## src/rtl/i2s_tx.sv

```systemverilog
// I2S transmitter: one-entry sample buffer feeding a 64-slot frame.
// The mono sample is duplicated to both channels, MSB first, one slot after each word-select change.
module i2s_tx #(
  parameter int unsigned width_p   = 24,
  parameter int unsigned clk_div_p = 4
) (
  input  logic               clk_i,
  input  logic               reset_i,
  input  logic [width_p-1:0] sample_i,
  input  logic               valid_i,
  output logic               ready_o,
  output logic               sclk_o,
  output logic               lrclk_o,
  output logic               sdata_o,
  output logic               underrun_o
);

  localparam int unsigned DivW = 8;

  logic [DivW-1:0]    div_q, div_d;
  logic               sclk_q, sclk_d;
  logic [5:0]         slot_q, slot_d;
  logic               lrclk_q, lrclk_d;
  logic               sdata_q, sdata_d;
  logic               underrun_q, underrun_d;
  logic               buf_full_q, buf_full_d;
  logic [width_p-1:0] buf_q, buf_d;
  logic [width_p-1:0] active_q, active_d;

  logic       div_wrap;
  logic       slot_edge;
  logic       boundary;
  logic       accept;
  logic [5:0] slot_next;
  logic [4:0] bit_idx;
  logic       data_slot;

  assign ready_o    = ~buf_full_q & ~reset_i;
  assign sclk_o     = sclk_q;
  assign lrclk_o    = lrclk_q;
  assign sdata_o    = sdata_q;
  assign underrun_o = underrun_q;

  always_comb begin
    div_wrap  = (div_q == DivW'(clk_div_p - 1));
    slot_edge = div_wrap & sclk_q;
    boundary  = slot_edge & (slot_q == 6'd63);
    accept    = valid_i & ready_o;
    slot_next = slot_q + 6'd1;
    // Both channels share the in-channel slot position, so the low 5 bits pick the sample bit.
    bit_idx   = 5'(width_p) - slot_next[4:0];
    data_slot = (slot_next[4:0] != 5'd0) && (slot_next[4:0] <= 5'(width_p));

    div_d      = div_wrap ? '0 : div_q + DivW'(1);
    sclk_d     = div_wrap ? ~sclk_q : sclk_q;
    slot_d     = slot_q;
    lrclk_d    = lrclk_q;
    sdata_d    = sdata_q;
    underrun_d = 1'b0;
    buf_full_d = buf_full_q;
    buf_d      = buf_q;
    active_d   = active_q;

    if (slot_edge) begin
      slot_d  = slot_next;
      lrclk_d = slot_next[5];
      sdata_d = data_slot ? active_q[bit_idx] : 1'b0;
    end

    if (boundary) begin
      if (buf_full_q) begin
        active_d   = buf_q;
        buf_full_d = 1'b0;
      end else begin
        active_d   = '0;
        underrun_d = 1'b1;
      end
    end

    // A write can only be accepted into an empty buffer, so it never races the boundary handoff.
    if (accept) begin
      buf_d      = sample_i;
      buf_full_d = 1'b1;
    end
  end

  always_ff @(posedge clk_i or posedge reset_i) begin
    if (reset_i) begin
      div_q      <= '0;
      sclk_q     <= 1'b0;
      slot_q     <= '0;
      lrclk_q    <= 1'b0;
      sdata_q    <= 1'b0;
      underrun_q <= 1'b0;
      buf_full_q <= 1'b0;
      buf_q      <= '0;
      active_q   <= '0;
    end else begin
      div_q      <= div_d;
      sclk_q     <= sclk_d;
      slot_q     <= slot_d;
      lrclk_q    <= lrclk_d;
      sdata_q    <= sdata_d;
      underrun_q <= underrun_d;
      buf_full_q <= buf_full_d;
      buf_q      <= buf_d;
      active_q   <= active_d;
    end
  end

endmodule

```

## config.mk

```make
export PLATFORM = sky130hd
export DESIGN_NAME = i2s_tx
export DESIGN_NICKNAME = d
export VERILOG_FILES = /design/src/rtl/i2s_tx.sv
export SDC_FILE = /design/constraint.sdc
export NUM_CORES = 1
export LEC_CHECK = 0
export BUFFER_PORTS_ARGS = -buffer_cell sky130_fd_sc_hd__buf_2
export CAP_MARGIN = 20
export CORE_MARGIN = 2
export CORE_UTILIZATION = 52
export DETAILED_ROUTE_END_ITERATION = 10
export GPL_TIMING_DRIVEN = 1
export PLACE_DENSITY = 0.75
export SLEW_MARGIN = 10
export SYNTH_ARGS = -nofsm -noshare
export SYNTH_HDL_FRONTEND = slang
export SYNTH_SLANG_ARGS = --single-unit
export TNS_END_PERCENT = 10
```

## constraint.sdc

```tcl
create_clock -name clk_i -period 2.09 [get_ports clk_i]
set_input_delay 0.418 -clock clk_i [delete_from_list [all_inputs] [get_ports clk_i]]
set_output_delay 0.418 -clock clk_i [all_outputs]
set_load 0.05 [all_outputs]
```

# == Word-level counts from Yosys, hierarchy flattened ==
# Index checks and enable logic that the tools add are counted.
# word_totals
reg_bits,67
latchBits,0
ramBits,0
mem_bits_ro,0
input_bits,27
output_inout_bits,5
wordCells,35
n_memories,0
# op_classes
n_addsub,3
n_mul,0
n_div,0
magnitude_cmp,2
eq_ne,2
shift,0
n_mux,9
n_bitwise,7
n_reduce_logical,3
# op_table
operator,n
2-to-1 mux 24 bit,1
adder 8 x 1 -> 8 bit (second input constant),1
equality test 8 x 2 -> 1 bit (second input constant),1
2-to-1 mux 8 bit,1
adder 6 x 1 -> 6 bit (second input constant),1
equality test 6 bit (second input constant),1
less-than comparator 5 x 6 -> 1 bit (second input constant),1
2-to-1 mux 1 bit,6
binary-select mux 1 bit (select 5 bit),1
<= comparator 5 bit (second input constant),1
nonzero test 5 bit,1
subtractor 5 bit (first input constant),1
bitwise AND 1 bit,4
NOT 1 bit,3
nonzero test 2 bit,1
logical AND 1 bit,1

# == Longest topological paths before layout ==
# logic_depth
word_depth,5
ltp_mapped,9
ltp_nobuf,7

# == Worst setup path before layout ==
# No wires, ideal clock.
# synth_path
kind,register to register
start,reg buf_full_q
end,reg buf_q[0]
setup_ns,0.125
t_arrival_ns,2.107
required_time_ns,1.965
setup_slack_ns,-0.141
stages_incl_launch_ff,7
n_path_buf,3
synth_period_minus_slack_ns,2.231
cell_sequence,dfrtp_1 > buf_2 > nor2_1 > and2_1 > buf_2 > buf_2 > mux2_2
# synth_between
elab_chain_len,3
# synth_lines
element,line,text
"start, declared",26,"logic buf_full_q, buf_full_d;"
"start signal, assigned",105,buf_full_q <= buf_full_d;
NOT 1 bit,38,assign ready_o = ~buf_full_q & ~reset_i;
bitwise AND 1 bit,38,
named net ready_o,11,"output logic ready_o,"
bitwise AND 1 bit,48,accept = valid_i & ready_o;
"end signal, assigned",106,buf_q <= buf_d;
"end, declared",27,"logic [width_p-1:0] buf_q, buf_d;"
# The timed path passes the listed nets, and every way through them passes these cells.
# A chain may end at the register's enable or synchronous reset.

# == Worst setup path in the final report ==
# layout_path
start,reg slot_q[0]
end,"reg sdata_q, in the netlist sdata_o"
# layout_between
elab_chain_len,5
word_cells_on_any_way,8
cone_classes,add/sub (2); order compare (1); mux (3); reduce/logical (2)
# layout_lines
element,line,text
"start, declared",22,"logic [5:0] slot_q, slot_d;"
"start signal, assigned",101,slot_q <= slot_d;
adder 6 x 1 -> 6 bit *,49,slot_next = slot_q + 6'd1;
named net slot_next[1],34,logic [5:0] slot_next;
subtractor 5 bit,51,bit_idx = 5'(width_p) - slot_next[4:0];
binary-select mux 1 bit (select 5 bit),67,sdata_d = data_slot ? active_q[bit_idx] : 1'b0;
2-to-1 mux 1 bit (not written as such),67,
2-to-1 mux 1 bit *,67,
"end signal, assigned",103,sdata_q <= sdata_d;
"end, declared",24,"logic sdata_q, sdata_d;"
# The timed path passes the listed nets; every way through them passes the cells marked *. The select of a mux whose other input is x is not followed.

==> metrics.md <==
| Metric | Value |
|---|---|
| Outcome | `complete, no violations` |
| Setup_tns | `0 ns` |
| WS Path Type | `reg2reg` |
| Post-synthesis compound-gate area fraction | `under 10%` |
| Setup Fix Bufs, Post-CTS | `0` |
| Sequential power share | `about half` |
| Top cell type's share of synthesized area | `between 50% and 60%` |
| Synth warn | `0` |
| Required time worst endpoint | `about 2.3 ns` |
| Maximum vdd drop | `between 700 and 800 µV` |
| Layout Cells excl Fill | `between 300 and 400` |
| Slew Viols, Final | `0` |
| Antenna violation net count after detailed routing | `0` |
| Layout cells sized above 1 | `roughly a third` |
| Total die area | `approximately 0.0064 mm²` |
| Final #Nets | `roughly 320` |
| Netlist cell types | `between 40 and 50` |
| CP max FO | `10` |
| Initial antenna violation count | `0` |
| Hold_buf cts | `0` |
| Placed cells | `roughly 360` |
| Most common cell in the synthesized netlist | `dfrtp_1` |
| Wire per inst | `~13 µm` |
| Sw frac | `between 20% and 30%` |
| EDFF count, synth | `0` |
| Top Ports | `32` |
| Largest net degree at the start of global routing | `44` |
| Max-cap violations | `0` |
| Initial Util | `about 54%` |
| CTS tree | `done` |
| Final Hold Viols | `0` |
| Clk_skew | `approximately 0.0094 ns` |
| Final hold slack | `between 0.1 and 0.15 ns` |
| Yosys top cell by area | `dfrtp_1` |
| CTS buffer count | `9` |
| CP max-delay cell | `dfrtp_1` |
| Sw power | `between 0.7 and 0.8 mW` |
| Critical Path, Cell by Cell | `ha_4 > nor4bb_1 > a211o_1 > and3_1 > a211oi_1 > o211ai_1 > o221ai_1` |
| Die height | `around 80 µm` |
| Comb power frac | `13.6%` |
| Post-synthesis adder-cell area fraction | `less than 1%` |
| Post-synthesis sequential area ratio | `about 55%` |
| Number of iterations in the first detailed-routing pass | `4` |
| Port Buf Inserts | `31` |
| Area grow syn2layout | `14.36%` |
| H-tree Lvls | `3` |
| Delay-heaviest family, CP | `compound AO/OA/AOI/OAI gates` |
| Post-synth ARST share | `100.0%` |
| Root Buffer | `clkbuf_8` |
| Top cells by area, synth | `dfrtp_1 (55%), mux2_2 (9.4%), nand2_1 (6.9%), mux4_2 (4.5%), xnor2_1 (3.2%)` |
| Antenna diode count | `0` |
| Primary FF master, synth | `dfrtp_1` |
| Slew headroom | `64.93%` |
| Leak Pwr | `between 1.5 and 2 nW` |
| Largest family of logic cells by synthesized area | `simple AND/OR/NAND/NOR gates` |
| Total wire length | `a little under 5 mm` |
| Clock Path Buffers | `2` |
| Post-Syn Area | `~0.0030 mm²` |
| DR vias/cell | `between 5 and 6` |
| # rows | `27` |
| Xor/xnor share of the synthesized area | `4.092%` |
| Clock network power share | `34.5%` |
| RSZ-0062 raised after global routing | `false` |
| Hold/Removal Path Class | `in2async` |
| Placed cell areas | `0.003206 mm²` |
| Fmax | `about 510 MHz` |
| Power density cells | `slightly above 900 mW/mm²` |
| First-pass GRT wire length | `around 9.0 mm` |
| Gr ovfl total | `0` |
| Synth top cells by count | `dfrtp_1 (66), nand2_1 (55), mux2_2 (25)` |
| Worst slew pin tran | `roughly 0.53 ns` |
| Via count | `just under 2k` |
| Syn_nets | `slightly below 300` |
| CP arrival | `approximately 2.2 ns` |
| Clock-pin slew on the worst setup and hold paths | `roughly 0.07 ns` |
| Vias in the first global route | `2,037` |
| Worst-Skew Late Latency | `0.35 ns` |
| Die W | `approximately 80 µm` |
| Period utilization | `between 90% and 100%` |
| Setup violations, final | `0` |
| #FFs+latches synth | `66` |
| Design area | `between 0.003 and 0.004 mm²` |
| Mux cell area share after synthesis | `~14%` |
| Mapped Cells | `approximately 260` |
| Core area | `between 0.005 and 0.006 mm²` |
| Largest stage delay, worst path | `~0.42 ns` |
| CTS Sinks | `66` |
| Avg Inst Size Synth | `11.44 µm²` |
| R2r setup slk | `approximately 0.15 ns` |
| Layout fillers | `just under 500` |
| DRC errors left | `0` |
| Simple-Gate Fraction of Synth Area | `around 15%` |
| Final HPWL DP | `around 3.4 mm` |
| CP Buf/Inv Count | `0` |
| Internal Power | `between 2 and 2.5 mW` |
| Startpoint Class | `flip-flop` |
| Total GRT Usage | `between 10% and 20%` |
| RePlAce Congestion | `slightly below 0.8` |
| Crit end category | `flip-flop` |
| Initial DRC Count | `around 110` |
| Crit path time final | `about 1.9 ns` |
[path summary, 6_finish.rpt]
path,start,depth (start not counted),to
max in group asynchronous,reset_i,3,slot_q[2]
min,reset_i,2,buf_q[7]
max reg2reg,slot_q[0],7,sdata_o
min reg2reg,div_q[7],1,div_q[7]
min in group clk_i,sample_i[6],2,buf_q[6]
max,slot_q[0],7,sdata_o
[timing repair]
action,CTS,global route
gates resized for setup,1,2
pin swaps,0,0
endpoints found under the setup margin,1,1
[power by group through the flow]
stage	clock network [mW]	registers [mW]	logic, mW
3_3_place_gp	0	1.65	0.417
5_1_grt	1.17	1.68	0.487
4_1_cts	1.12	1.64	0.439
3_5_place_dp	0	1.66	0.440
6_report	1.09	1.64	0.430
2_1_floorplan	0	1.62	0.355
[layer usage]
layer	GRT usage, %	routed length, µm	part of all wire (%)	up-vias
li1	-	-	-	962
met1	22.72	2185	44	950
met2	30.50	2408	49	37
met3	7.805	249	5.1	8
met4	6.441	76	1.5	0
met5	0	0	0	-
[final cells by class]
cell class / instances / area (µm²) / share of cell area (%)
flip-flops and latches: 66 / 1652 / 48.19
multi-input cells: 174 / 1237 / 36.11
repair buffers: 39 / 227.7 / 6.645
inverters: 4 / 15.01 / 0.4381
clock inverters: 4 / 50.05 / 1.460
clock buffers: 12 / 155.1 / 4.527
well taps: 72 / 90.09 / 2.629
[flip-flops by register name (all words and copies together), names as in the netlist]
name and count:
active_q 24, buf_q 24, div_q 8, slot_q 6, buf_full_q 1, sclk_o 1, sdata_o 1, underrun_o 1
[metrics by stage]
step	total power, mW	util, %	worst slack [ns]
3_3_place_gp	2.072	57.86	0.09378
3_5_place_dp	2.103	57.86	-0.01133
5_1_grt	3.335	61.86	0.02503
2_1_floorplan	1.977	-	0.01719
6_report	3.153	61.86	0.1473
4_1_cts	3.199	61.61	0.05649
[cell usage in the layout, fill, tap and decap left out, drive strengths merged, types with 2 or more instances in the layout]
cell type / instances
nor2: 6
xor2: 3
nand2b: 3
a21oi: 3
clkinvlp: 2
and3: 6
dfrtp: 66
mux4: 6
xnor2: 11
clkbuf: 12
or2: 2
o21ai: 24
nand3: 6
mux2: 25
nand2: 56
nand4: 2
buf: 39
inv: 4
nor3: 3
and2: 2
ha: 2
[worst reg2reg max path, cell delays in order (launching register included)]
cell	delay, ns
dfrtp_1	0.42
ha_4	0.30
nor4bb_1	0.33
a211o_1	0.20
and3_1	0.21
a211oi_1	0.06
o211ai_1	0.17
o221ai_1	0.13
[cell families (layout without fill, tap and decap cells)]
| group | count (synthesis) | in the layout |
|---|---|---|
| muxes | 32 | 32 |
| adders and majority gates | 2 | 2 |
| and+or+nand+nor | 91 | 91 |
| buffers and inverters | 22 | 59 |
| DFF | 66 | 66 |
| xor gates and xnor gates | 14 | 14 |
| AOI/OAI and AO/OA | 35 | 35 |
(Power assumes the default switching activity.)
